===== config.mk =====
export PLATFORM = sky130hd
export DESIGN_NAME = fb_rect_writer
export DESIGN_NICKNAME = d
export VERILOG_FILES = /design/src/rtl/fb_rect_writer.sv
export SDC_FILE = /design/constraint.sdc
export NUM_CORES = 1
export LEC_CHECK = 0
export BUFFER_PORTS_ARGS = -buffer_cell sky130_fd_sc_hd__buf_2
export CELL_PAD_IN_SITES_DETAIL_PLACEMENT = 1
export CELL_PAD_IN_SITES_GLOBAL_PLACEMENT = 2
export CORE_ASPECT_RATIO = 1.5
export CORE_MARGIN = 4
export CORE_UTILIZATION = 42
export DETAILED_ROUTE_END_ITERATION = 10
export GPL_TIMING_DRIVEN = 1
export PLACE_DENSITY = 0.9
export SLEW_MARGIN = 10
export SYNTH_ARGS = -nofsm -noshare
export SYNTH_HDL_FRONTEND = slang
export SYNTH_SLANG_ARGS = --single-unit

===== constraint.sdc =====
create_clock -name clk -period 7.06 [get_ports clk]
set_input_delay 0.353 -clock clk [delete_from_list [all_inputs] [get_ports clk]]
set_output_delay 0.353 -clock clk [all_outputs]
set_load 0.02 [all_outputs]

===== src/rtl/fb_rect_writer.sv =====
// Rectangle write engine for the 4-bit-per-cell VGA frame buffer.
// Takes one rectangle command, clips it to the screen and walks the covered
// cells row-major, presenting one frame buffer write per clock.
module fb_rect_writer #(
  parameter int unsigned COLS = 80,
  parameter int unsigned ROWS = 60
) (
  input  logic        clk,
  input  logic        rst,
  input  logic        cmd_valid,
  output logic        cmd_ready,
  input  logic [6:0]  cmd_x,
  input  logic [5:0]  cmd_y,
  input  logic [6:0]  cmd_w,
  input  logic [5:0]  cmd_h,
  input  logic [3:0]  cmd_color,
  input  logic        cmd_outline,
  input  logic        wr_stall,
  output logic [12:0] adress,
  output logic [3:0]  adat,
  output logic        we,
  output logic        busy,
  output logic        done
);

  typedef enum logic [1:0] {
    S_IDLE,
    S_SETUP,
    S_RUN,
    S_DONE
  } state_t;

  state_t state, state_nx;

  // Command captured at accept
  logic [6:0]  x_q;
  logic [5:0]  y_q;
  logic [6:0]  w_q;
  logic [5:0]  h_q;
  logic [3:0]  color_q;
  logic        outline_q;

  // Clipped extents and border flags computed in SETUP
  logic [7:0]  x1_q;
  logic [6:0]  y1_q;
  logic        right_q;
  logic        bottom_q;
  logic        ol_q;

  // Walk position: current cell and address of the current row's left edge
  logic [6:0]  cx_q;
  logic [5:0]  cy_q;
  logic [12:0] rowbase_q;
  logic [12:0] addr_q;

  // Setup arithmetic; x+w and y+h carry one extra bit so they never wrap
  logic [7:0]  xw;
  logic [6:0]  yh;
  logic [7:0]  x1_c;
  logic [6:0]  y1_c;
  logic        empty_c;
  logic [12:0] base_c;

  // Walk decisions
  logic        last_col;
  logic        last_row;
  logic        interior;
  logic        at_left;
  logic        row_end;
  logic        jump;
  logic [7:0]  span;

  // Clip the registered command against the screen
  always_comb begin
    xw      = {1'b0, x_q} + {1'b0, w_q};
    yh      = {1'b0, y_q} + {1'b0, h_q};
    x1_c    = (xw > 8'(COLS)) ? 8'(COLS) : xw;
    y1_c    = (yh > 7'(ROWS)) ? 7'(ROWS) : yh;
    empty_c = (w_q == '0) || (h_q == '0) ||
              ({1'b0, x_q} >= 8'(COLS)) || ({1'b0, y_q} >= 7'(ROWS));
    base_c  = 13'(y_q) * 13'(COLS) + 13'(x_q);
  end

  // Decide where the walk goes after the current cell.
  // In an outline interior row only the left and (unclipped) right edges are
  // visited: from the left edge either jump to the right edge or, if the
  // right border is clipped away, end the row immediately.
  always_comb begin
    last_col = ({1'b0, cx_q} == (x1_q - 8'd1));
    last_row = ({1'b0, cy_q} == (y1_q - 7'd1));
    interior = ol_q && (cy_q != y_q) && !(bottom_q && last_row);
    at_left  = (cx_q == x_q);
    row_end  = last_col || (interior && at_left && !right_q);
    jump     = interior && at_left && right_q;
    span     = x1_q - 8'd1 - {1'b0, x_q};
  end

  // State register
  always_ff @(posedge clk or negedge rst) begin
    if (!rst) state <= S_IDLE;
    else      state <= state_nx;
  end

  // Next state and port outputs
  always_comb begin
    state_nx  = state;
    cmd_ready = 1'b0;
    busy      = 1'b1;
    we        = 1'b0;
    done      = 1'b0;
    adress    = '0;
    adat      = '0;
    case (state)
      S_IDLE: begin
        cmd_ready = 1'b1;
        busy      = 1'b0;
        if (cmd_valid) state_nx = S_SETUP;
      end
      S_SETUP: begin
        state_nx = empty_c ? S_DONE : S_RUN;
      end
      S_RUN: begin
        we     = 1'b1;
        adress = addr_q;
        adat   = color_q;
        if (!wr_stall && row_end && last_row) state_nx = S_DONE;
      end
      S_DONE: begin
        done     = 1'b1;
        state_nx = S_IDLE;
      end
      default: state_nx = S_IDLE;
    endcase
  end

  // Command capture, setup and cell walk
  always_ff @(posedge clk or negedge rst) begin
    if (!rst) begin
      x_q       <= '0;
      y_q       <= '0;
      w_q       <= '0;
      h_q       <= '0;
      color_q   <= '0;
      outline_q <= 1'b0;
      x1_q      <= '0;
      y1_q      <= '0;
      right_q   <= 1'b0;
      bottom_q  <= 1'b0;
      ol_q      <= 1'b0;
      cx_q      <= '0;
      cy_q      <= '0;
      rowbase_q <= '0;
      addr_q    <= '0;
    end else begin
      case (state)
        S_IDLE: begin
          if (cmd_valid) begin
            x_q       <= cmd_x;
            y_q       <= cmd_y;
            w_q       <= cmd_w;
            h_q       <= cmd_h;
            color_q   <= cmd_color;
            outline_q <= cmd_outline;
          end
        end
        S_SETUP: begin
          x1_q      <= x1_c;
          y1_q      <= y1_c;
          right_q   <= (xw <= 8'(COLS));
          bottom_q  <= (yh <= 7'(ROWS));
          ol_q      <= outline_q && (w_q > 7'd2) && (h_q > 6'd2);
          cx_q      <= x_q;
          cy_q      <= y_q;
          rowbase_q <= base_c;
          addr_q    <= base_c;
        end
        S_RUN: begin
          if (!wr_stall && !(row_end && last_row)) begin
            if (row_end) begin
              cx_q      <= x_q;
              cy_q      <= cy_q + 6'd1;
              rowbase_q <= rowbase_q + 13'(COLS);
              addr_q    <= rowbase_q + 13'(COLS);
            end else if (jump) begin
              cx_q   <= 7'(x1_q - 8'd1);
              addr_q <= rowbase_q + 13'(span);
            end else begin
              cx_q   <= cx_q + 7'd1;
              addr_q <= addr_q + 13'd1;
            end
          end
        end
        default: ;
      endcase
    end
  end

endmodule


# Word level (Yosys, flattened, before mapping)

Cells that the tools add are included.

$mul: 1
Eq/ne operators: 11
Magnitude comparators: 8
Reduce and logical (&&, ||, !) cells: 28
Muxes and demuxes: 26
Add/subtract/negate cells: 11

Operators with widths:

| operator                | number |
|---|---|
| $mux W13                | 6 |
| $pmux W13 S2            | 2 |
| $mux W7                 | 4 |
| $pmux W7 S2             | 1 |
| $add A13 B1 Y13 const B | 1 |
| $add A13 B7 Y13         | 1 |
| $add A13 B7 Y13 const B | 1 |
| $add A13 B8 Y13         | 1 |
| $logic_and A1 B1 Y1     | 12 |
| $mux W6                 | 2 |
| $pmux W6 S2             | 1 |
| $mul A6 B3 Y9 const B   | 1 |
| $add A7 B7 Y8           | 1 |
| $eq A7 B8 Y1            | 1 |
| $gt A8 B7 Y1 const B    | 1 |
| $le A8 B7 Y1 const B    | 1 |
| $mux W8                 | 1 |
| $ne A2 B2 Y1 const B    | 4 |
| $pmux W2 S4             | 1 |
| $sub A8 B1 Y8 const B   | 1 |
| $sub A8 B7 Y8           | 1 |
| $add A6 B6 Y7           | 1 |
| $add A7 B1 Y7 const B   | 1 |
| $eq A6 B7 Y1            | 1 |
| other kinds (23)        | 37 |

Bits in registers: 90
Logic and storage cells: 101

# Depth between registers and ports, before layout

Gate-level depths: netlist (run 1).

Depth after elaboration: 13
Depth in mapped cells: 20
Gate-level depth less buffers: 20

# Worst setup path after synthesis (run 1)

No wires, ideal clock.

Kind: reg-to-reg
From: reg x1_q[0]
To: reg addr_q[9]
Slack: 3347 ps
Arrival: 3583 ps
Required time: 6930 ps
Clock period less this slack: 3713 ps
Stages on the path, launching flop included: 19
Path through: dfrtp_1 > inv_1 > ha_1 > or3b_2 > clkbuf_1 > xnor2_1 > ha_1 > o21ai_0 > nand2b_1 > xor2_1 > ha_1 > or2_2 > o31a_1 > a31oi_1 > nor2b_1 > o21a_1 > xor2_1 > o21ai_0 > a31oi_1

Word-level cells in the longest chain between the ends: 8
Elaborated cells on any way between the ends: 14

Ends and longest elaborated chain:

| what                                                                    | RTL line | source |
|---|---|---|
| from (decl)                                                             | 44       | `logic [7:0] x1_q;` |
| from (signal assigned)                                                  | 145      | `x1_q <= '0;` |
| from (signal assigned)                                                  | 167      | `x1_q <= x1_c;` |
| $sub A8 B1 Y8 (*)                                                       | --       |  |
| parallel branches: the longest is 7 deep, another holds $add A13 B8 Y13 | --       |  |
| to (signal assigned)                                                    | 175      | `addr_q <= base_c;` |
| to (signal assigned)                                                    | 183      | `addr_q <= rowbase_q + 13'(COLS);` |
| to (signal assigned)                                                    | 186      | `addr_q <= rowbase_q + 13'(span);` |
| to (decl)                                                               | 54       | `logic [12:0] addr_q;` |

Mark *: on every way between the ends. The select of a mux whose other input is x is not followed.
A chain may end at the register's enable or synchronous reset.

# Worst setup path in the final report (run 1)

From: reg x1_q[0]
To: reg addr_q[10]

The elaborated chain is that of the path after synthesis.

==> key figures, run 1 <==
Global route
  • Initial antenna violation count: 0
  • Vias in the first global route: just under 7k
  • Largest net degree at the start of global routing: 62
  • Grt total ovfl: 0
  • First-pass GRT wire length: about 35,000 um
  • Gr usage total: 0.2307

Timing
  • Final Critical Period: between 4000 and 5000 ps
  • Slew HR: 0.1872
  • Worst-Margin Slew: 1216 ps
  • RSZ-0062 raised after global routing: false
  • Final period utilization: 0.6030
  • Hold Fails Final Rpt: 0
  • Final TNS setup: 0 ps
  • Final count of pins violating max slew: 0
  • Clock Skew: 13.92 ps
  • Finish-stage setup viols: 0
  • Max Fclk: 0.2349 GHz

Synthesis
  • Synth top area share: 0.3157
  • Post-synth EDFFs: 0
  • Netlist cell types: 68
  • Cell accounting for the most synthesized area: dfrtp_1
  • Main synth FF type: dfrtp_1
  • Post-synthesis instance area: 0.007134 sq mm
  • FFs w/ async S/R, synth: 1.000
  • Synth area leaders: dfrtp_1 (32%), ha_1 (8.6%), mux2_2 (6.3%)
  • Syn Area/Cell: between 9 and 10 sq um
  • Yosys warns: 0
  • Post-Syn Nets: 875
  • Seq/Total Area, Yosys: 0.3157
  • Post-Synthesis Cells: 785
  • Synth Register Bits: 90

Critical path
  • Setup Crit Path Kind: reg2reg
  • CP endpoint kind: flip-flop
  • Arr. time, crit path: 4490 ps
  • Reg-to-reg slack, setup: 2800 ps
  • Max FO, Critical Path: 6
  • Crit path launch type: flip-flop
  • WP data required: 7290 ps

Floorplanning
  • Initial core utilization: 0.4256
  • Site Rows: 58
  • Die Y-Extent: 167.6 um
  • I/O Pins: between 50 and 60
  • Area of the core: 0.01676 sq mm
  • Die area: 0.01918 sq mm
  • Die Width: 114.4 um

Placement
  • Final Wtd Congestion: 0.9370
  • Port buffer count: 55
  • HPWL after DPL: 16,630 um
  • Placed cells: 1,015

Route
  • Detailed-route DRC error count: 0
  • Post-DRT Antenna Nets: 0
  • First-pass detailed-route iteration total: 4
  • Iteration-0 DRC Markers: around 240
  • Vias: 6,117
  • DR WL/cell: 20.75 um
  • Drt via density: 5.927
  • Routed WL: between 20,000 and 25,000 um

Clock network
  • Clk root buf: clkbuf_16
  • Cts bufs inserted: 9
  • Buffer count from post-CTS setup fixing: 0
  • Clk buf depth: 2
  • Clock transition at path regs: 80 ps
  • CTS tree: done
  • H-tree depth: 3
  • Worst skew pair latency: 350 ps
  • Clock sinks: 90

Status
  • Outcome: finished clean

Final layout
  • P&R area growth vs syn: 9.874%
  • Layout Nets: 907
  • Fillers: 1,944
  • Commonest non-fill, non-tap cell in the layout: dfrtp_1
  • Ant diodes: 0
  • Layout Utilization: 0.4676
  • Reg area: around 0.0023 sq mm
  • Post-Layout Cell Count: between 1k and 1.5k
  • Layout cells sized above 1: 0.1509
  • Footprint of the multi-input gates: 0.004532 sq mm
  • Most frequent cells in the layout: dfrtp_1 (90), nor2_1 (58), buf_2 (54), nand2_1 (53), ha_1 (49)

Min path
  • Hold WC Path Type: in2reg

Run
  • Max-cap violations: 0
==> cell families after synthesis <==
logic type                 share of synthesized area
and+or+nand+nor                               0.1635
muxes                                        0.07997
AOI/OAI and AO/OA                             0.1847
xor gates and xnor gates                      0.1043
adders and majority gates                     0.1028
buffers and inverters                        0.04911
DFF                                           0.3157
==> state kept, by name, summed over array words and instances (netlist names) <==
signal,cells
cx_q,7
cy_q,6
w_q,7
right_q,1
x1_q,8
addr_q,13
ol_q,1
color_q,4
bottom_q,1
y1_q,7
outline_q,1
h_q,6
rowbase_q,13
y_q,6
state,2
x_q,7
==> layout make-up <==
cell class | instances | area share
multi-input combinational | 609 | 0.5781
sequential | 90 | 0.2873
timing repair buffer | 61 | 0.04150
tap | 210 | 0.03352
clock buffer | 9 | 0.02873
inverter | 46 | 0.02203
clock inverter | 7 | 0.008779
==> critical path: stages, from the launching register on <==
cell and delay, ps:
dfrtp_1 450, inv_1 140, ha_1 270, or3b_2 540, xnor2_1 230, ha_1 300
xnor2_1 140, ha_1 330, o21ai_0 90, nor2_1 80, o311ai_0 650, a211oi_1 210
xor2_1 200, mux2i_1 150, a22oi_1 90, o31a_1 290
==> worst paths after layout <==
check	cells past startpoint	startpoint	endpoint
worst min register to register	1	color_q[0]	color_q[0]
min in group asynchronous	2	rst	w_q[6]
worst max register to register	15	x1_q[0]	addr_q[10]
worst min-delay path	2	cmd_w[6]	w_q[6]
worst max-delay path	15	x1_q[0]	addr_q[10]
max in group asynchronous	3	rst	addr_q[8]
==> layer usage <==
| layer | share of wire | global-route usage |
|---|---|---|
| met5 | 0 | 0 |
| met4 | 0.038 | 0.09974 |
| met3 | 0.035 | 0.03037 |
| met2 | 0.54 | 0.4269 |
| met1 | 0.39 | 0.2580 |
==> cells in the mapped netlist (6+ instances only) <==
cell type / count
a211o_1: 8
a211oi_1: 11
a21o_1: 13
a21oi_1: 27
a31oi_1: 13
and2_1: 20
and3_1: 7
clkbuf_1: 30
dfrtp_1: 90
fa_1: 6
ha_1: 49
inv_1: 46
mux2_2: 40
mux2i_1: 12
nand2_1: 53
nand3_1: 21
nand4_1: 9
nor2_1: 58
nor2b_1: 9
nor3_1: 12
nor3b_1: 6
o211ai_1: 9
o21a_1: 6
o21ai_0: 41
o22a_1: 6
o22ai_1: 6
o31ai_1: 6
or3_1: 7
xnor2_1: 44
xor2_1: 41
==> per-stage QoR <==
stage / worst slack [ps] / cell area (sq um) / hold slack (ps)
after floorplan: 3347 / 7134 / 57.41
after CTS: 2830 / 7839 / 219.7
after global routing: 2508 / 7839 / 222.8
after detailed placement: 2862 / 7535 / 325.9
after global placement: 3018 / 7535 / 317.2
final: 2803 / 7839 / 229.9
==> timing repair <==
action / CTS / global route
endpoints found under the hold margin: 29 / 0
gates resized for setup: 0 / 0
hold buffers: 1 / 0
Power of run 1 is not shown: default switching activity piles up to over one toggle a cycle in this logic, so the estimate is an artifact.
==> run 2, diff against run 1 <==
--- a/config.mk
+++ b/config.mk
@@ -10,10 +10,10 @@
 export CELL_PAD_IN_SITES_GLOBAL_PLACEMENT = 2
 export CORE_ASPECT_RATIO = 1.5
 export CORE_MARGIN = 4
-export CORE_UTILIZATION = 42
+export CORE_UTILIZATION = 39
 export DETAILED_ROUTE_END_ITERATION = 10
 export GPL_TIMING_DRIVEN = 1
-export PLACE_DENSITY = 0.9
+export PLACE_DENSITY = 0.85
 export SLEW_MARGIN = 10
 export SYNTH_ARGS = -nofsm -noshare
 export SYNTH_HDL_FRONTEND = slang
==> constraint.sdc (replaced) <==
create_clock -name clk -period 4 [get_ports clk]
set_input_delay 0.2 -clock clk [delete_from_list [all_inputs] [get_ports clk]]
set_output_delay 0.2 -clock clk [all_outputs]
set_load 0.02 [all_outputs]
==> run 2 against run 1 <==
  * Die area rose by 7.2%
  * Non-clock buffer count is 29 higher
  * Core utilization is 1.3 points lower
  * Sequential share of layout area fell by 1.1 points
  * Global-route usage down 0.58 points
  * Flip-flop and latch count stayed put
==> key figures, run 2 (synthesis results as in run 1) <==
Final layout
  • Largest regs: addr_q (13), rowbase_q (13), x1_q (8)
  • Reg area: 0.002253 sq mm (about the same)
  • Layout cells sized above 1: 0.1859 (+0.03503)
  • P&R area growth vs syn: 14.26%
  • Most frequent cells in the layout: dfrtp_1 (89), nor2_1 (58), buf_2 (54), nand2_1 (53), ha_1 (47)
  • Commonest non-fill, non-tap cell in the layout: dfrtp_1
  • Layout Nets: 936 (+3.2%)
  • Ant diodes: 0 (unchanged)
  • Fillers: 2,067 (+6.3%)
  • Layout Utilization: 0.4543 (-0.01328)
  • Footprint of the multi-input gates: 0.004571 sq mm (+0.86%)

Floorplanning
  • I/O Pins: 56 (unchanged)
  • Initial core utilization: 0.3976 (-0.02796)
  • Die Width: 118.4 um (+3.5%)
  • Die Y-Extent: 173.7 um (+3.6%)
  • Die area: 0.02057 sq mm (+7.2%)
  • Site Rows: 60 (+3.4%)
  • Area of the core: 0.01794 sq mm (+7.0%)

Clock network
  • CTS tree: done
  • Worst skew pair latency: 340 ps (about the same)
  • Clock sinks: 90 (unchanged)
  • H-tree depth: 3 (unchanged)
  • Clk root buf: clkbuf_16
  • Clk buf depth: 2 (unchanged)
  • Cts bufs inserted: 9 (unchanged)
  • Clock transition at path regs: 70 ps (about the same)

Timing
  • RSZ-0062 raised after global routing: true
  • Final Critical Period: 3804 ps (-453.1 ps)
  • Worst-Margin Slew: 784.7 ps (-431.6 ps)
  • Hold Fails Final Rpt: 0 (unchanged)
  • Slew HR: 0.4769 (+0.2897)
  • Finish-stage setup viols: 0 (unchanged)
  • Clock Skew: 7.243 ps (-6.675 ps)
  • Final period utilization: 0.9509 (+0.3480)
  • Final count of pins violating max slew: 0 (unchanged)
  • Max Fclk: 0.2629 GHz (+12%)
  • Hold Slack: 83.40 ps (-146.5 ps)
  • Worst Slack Setup Final: 196.2 ps (-2607 ps)

Critical path
  • Setup Crit Path Kind: reg2reg
  • Worst R2R Start: x1_q[0]
  • Worst reg2reg endpoint: addr_q[9]
  • Max FO, Critical Path: 5 (-1)
  • CP endpoint kind: flip-flop
  • Reg-to-reg slack, setup: 200 ps (-2610 ps)
  • R2R depth: 17 (+2)
  • WP data required: 4200 ps (-3090 ps)
  • Arr. time, crit path: 4000 ps (-490 ps)
  • Crit path launch type: flip-flop

Global route
  • Largest net degree at the start of global routing: 58 (-6.5%)
  • Initial antenna violation count: 0 (unchanged)
  • Vias in the first global route: 6,941 (+0.13%)
  • Grt total ovfl: 0 (unchanged)
  • First-pass GRT wire length: 37,160 um (+4.7%)
  • Gr usage total: 0.2249 (-0.005794)

Route
  • Iteration-0 DRC Markers: 284 (+20%)
  • DR WL/cell: 21.28 um (+2.6%)
  • First-pass detailed-route iteration total: 4 (unchanged)
  • Post-DRT Antenna Nets: 0 (unchanged)
  • Vias: 6,260 (+2.3%)
  • Routed WL: 22,700 um (+6.0%)
  • Detailed-route DRC error count: 0 (unchanged)
  • Drt via density: 5.867 (-1.0%)

Placement
  • Final Wtd Congestion: 0.9692 (+3.4%)
  • HPWL after DPL: 17,430 um (+4.8%)
  • Dpl ws: -83.77 ps (-2945 ps)
  • Port buffer count: 55 (unchanged)

Status
  • Outcome: finished clean

Min path
  • Worst Hold End: x_q[5]
  • Hold WC Path Type: in2reg
  • Hold Path Origin: cmd_x[5]
  • Hold path depth: 2 (unchanged)

Run
  • Max-cap violations: 0 (unchanged)
-- run 2: metal layers --
metal | up-vias | global-route usage | share of wire
li1 | 2927 | - | -
met1 | 3182 | 0.2549 | 0.38
met2 | 126 | 0.4395 | 0.56
met3 | 25 | 0.02285 | 0.035
met4 | 0 | 0.06380 | 0.023
met5 | - | 0 | 0
-- run 2: cell type report --
class,instances,share of cell area
multi-input cells,609,0.5607
clock inverters,6,0.01412
repair buffers,90,0.06662
clock buffers,9,0.02763
inverters,46,0.02118
flip-flops and latches,90,0.2764
well taps,217,0.03331
-- run 2: critical path, cell delays in order, from the launching register on --
cell	delay [ps]
dfrtp_1	400
buf_4	170
or3_4	390
xnor2_4	180
ha_1	320
a21boi_0	260
o21ai_1	90
nand2b_1	110
xor2_1	160
ha_1	270
or2_2	310
o31a_1	120
a31oi_1	240
nor2b_1	80
o21a_1	190
xor2_1	130
o21ai_0	140
a31oi_1	90
-- run 2: worst max path at each step --
| stage | startpoint | end | slack (ps) | cells after the start |
|---|---|---|---|---|
| after floorplan | x1_q[0] | addr_q[9] | 290 | 18 |
| after global routing | x1_q[0] | addr_q[11] | -80 | 18 |
| after global placement | x1_q[0] | addr_q[12] | 100 | 15 |
| final | x1_q[0] | addr_q[9] | 200 | 17 |
| after detailed placement | x1_q[0] | addr_q[8] | -80 | 15 |
| after CTS | x1_q[0] | addr_q[8] | 10 | 17 |
-- run 2: metrics by stage --
stage	cells	setup TNS (ps)	instance area (sq um)
finish	1067	0	8152
global route	1067	-210.6	8152
CTS	1065	0	8107
detailed placement	1049	-147.4	7749
global placement	1049	0	7749
floorplan	785	0	7134
-- run 2: timing repair --
item / 4_1_cts / 5_1_grt
endpoints found under the setup margin: 5 / 7
hold buffers: 1 / 0
pin swaps: 0 / 2
resized for setup: 2 / 8
setup buffers: 0 / 2
hold endpoints to repair: 56 / 0
Power of run 2 is left out for the same reason.
==> run 3, diff against run 2 <==
--- a/config.mk
+++ b/config.mk
@@ -8,7 +8,7 @@
 export BUFFER_PORTS_ARGS = -buffer_cell sky130_fd_sc_hd__buf_2
 export CELL_PAD_IN_SITES_DETAIL_PLACEMENT = 1
 export CELL_PAD_IN_SITES_GLOBAL_PLACEMENT = 2
-export CORE_ASPECT_RATIO = 1.5
+export CORE_ASPECT_RATIO = 0.75
 export CORE_MARGIN = 4
 export CORE_UTILIZATION = 39
 export DETAILED_ROUTE_END_ITERATION = 10
==> run 3 against run 2 <==
  * Register-to-register slack worse by 130 ps
  * Critical path depth stayed put
  * Die area is 0.11% lower
  * Final cell count is 2.0% higher
  * Global-route usage is 0.70 points lower
  * Cell area is 0.60% lower
==> key figures, run 3 (synthesis results as in run 1) <==
Timing
  • Finish-stage setup viols: 0 (unchanged)
  • Final Critical Period: 3932 ps (+128.1 ps)
  • Worst-Margin Slew: 957.2 ps (+172.6 ps)
  • Final TNS setup: 0 ps (unchanged)
  • Final period utilization: 0.9830 (+0.03204)
  • Clock Skew: 9.118 ps (+1.876 ps)
  • Hold Fails Final Rpt: 0 (unchanged)
  • Final count of pins violating max slew: 0 (unchanged)
  • Max Fclk: 0.2543 GHz (-3.3%)
  • Worst Slack Setup Final: 68.06 ps (-128.1 ps)
  • Hold Slack: 77.50 ps (-5.899 ps)
  • Slew HR: 0.3580 (-0.1189)

Placement
  • HPWL after DPL: 16,920 um (-2.9%)
  • Dpl ws: -128.9 ps (-45.14 ps)
  • Placed Area: 0.007740 sq mm (-0.11%)
  • Final Wtd Congestion: 0.9096 (-6.1%)
  • Port buffer count: 55 (unchanged)

Route
  • Iteration-0 DRC Markers: 274 (-3.5%)
  • Drt via density: 5.666 (-3.4%)
  • DR WL/cell: 20.22 um (-5.0%)
  • Routed WL: 22,000 um (-3.1%)
  • Vias: 6,165 (-1.5%)
  • Post-DRT Antenna Nets: 0 (unchanged)
  • First-pass detailed-route iteration total: 4 (unchanged)
  • Detailed-route DRC error count: 0 (unchanged)

Global route
  • Initial antenna violation count: 0 (unchanged)
  • Vias in the first global route: 6,602 (-4.9%)
  • First-pass GRT wire length: 35,550 um (-4.3%)
  • Largest net degree at the start of global routing: 62 (+6.9%)
  • Gr usage total: 0.2179 (-0.006996)
  • Grt total ovfl: 0 (unchanged)

Run
  • Max-cap violations: 0 (unchanged)

Clock network
  • H-tree depth: 3 (unchanged)
  • Clock sinks: 90 (unchanged)
  • Clk buf depth: 2 (unchanged)
  • Clk root buf: clkbuf_16
  • CTS tree: done
  • Clock transition at path regs: 70 ps (about the same)
  • Worst skew pair latency: 350 ps (about the same)
  • Cts bufs inserted: 9 (unchanged)

Critical path
  • CP endpoint kind: flip-flop
  • Max FO, Critical Path: 5 (unchanged)
  • Setup Crit Path Kind: reg2reg
  • Levels on crit path: 17 (unchanged)
  • Arr. time, crit path: 4150 ps (+150 ps)
  • Max incr delay on CP: 370 ps (-30 ps)
  • Worst path bufs/invs: 1 (unchanged)
  • Slowest CP cell: dfrtp_1
  • Crit path launch type: flip-flop
  • Crit-path cells: buf_4 > or3_4 > xnor2_2 > ha_1 > a21boi_0 > o21ai_1 > nand2b_1 > xor2_1 > ha_1 > or2_2 > o31a_1 > a31oi_1 > nor2b_1 > o21a_1 > xor2_1 > o21ai_0 > a31oi_1
  • WP data required: 4220 ps (+20 ps)
  • Critical path's top delay family: compound AO/OA/AOI/OAI gates
  • Worst setup startpoint: x1_q[0]
  • Worst R2R Start: x1_q[0]
  • R2R depth: 17 (unchanged)

Final layout
  • Layout cells sized above 1: 0.1832 (-0.002667)
  • Largest regs: addr_q (13), rowbase_q (13), x1_q (8)
  • Footprint of the multi-input gates: 0.004588 sq mm (+0.38%)
  • P&R area growth vs syn: 13.57%
  • Finished Cell Area: 0.008103 sq mm (-0.60%)
  • Ant diodes: 0 (unchanged)
  • Fillers: 2,093 (+1.3%)
  • Layout Nets: 931 (-0.53%)
  • Most frequent cells in the layout: dfrtp_1 (90), nor2_1 (58), buf_2 (54), nand2_1 (52), ha_1 (48)
  • Commonest non-fill, non-tap cell in the layout: dfrtp_1
  • Reg area: 0.002252 sq mm (about the same)

Min path
  • Hold WC Path Type: in2reg
  • Hold Path Origin: cmd_color[3]
  • Hold path depth: 2 (unchanged)

Floorplanning
  • Die Y-Extent: 125.1 um (-28%)
  • I/O Pins: 56 (unchanged)
  • Area of the core: 0.01781 sq mm (-0.71%)
  • Site Rows: 42 (-30%)
  • Initial core utilization: 0.4005 (+0.002849)
  • Die Width: 164.2 um (+39%)
  • Die area: 0.02054 sq mm (-0.11%)

Status
  • Outcome: finished clean
run 3: area by class of cell:
| class | instances | share of cell area |
|---|---|---|
| inverter | 46 | 0.02131 |
| timing repair buffer | 85 | 0.06238 |
| sequential | 90 | 0.2779 |
| clock inverter | 5 | 0.004787 |
| tap | 242 | 0.03737 |
| multi-input combinational | 609 | 0.5662 |
| clock buffer | 11 | 0.02996 |
run 3: path summary, 6_finish.rpt:
check,to,slack [ps]
worst min-delay path,color_q[3],80
worst max-delay path,addr_q[9],70
worst max register to register,addr_q[9],70
min in group asynchronous,h_q[3],470
max in group asynchronous,addr_q[0],2550
worst min register to register,color_q[0],500
run 3: metal layers:
metal	GRT usage	routed length (um)	vias to the layer above	share of wire
li1	-	-	2921	-
met1	0.3072	10430	3069	0.47
met2	0.3420	9984	147	0.45
met3	0.04967	1258	28	0.057
met4	0.04931	329	0	0.015
met5	0	0	-	0
run 3: repair_timing:
action	CTS	global route
buffers inserted	0	2
gates resized for setup	3	10
setup endpoints to repair	6	7
hold buffers	1	0
pin swaps	0	2
endpoints found under the hold margin	60	0
run 3: through the flow:
step | cells | utilization
4_1_cts | 1086 | 0.4514
3_3_place_gp | 1069 | 0.4345
2_1_floorplan | 785 | -
6_report | 1088 | 0.4548
5_1_grt | 1088 | 0.4548
3_5_place_dp | 1069 | 0.4345
Power of run 3 is left out for the same reason.
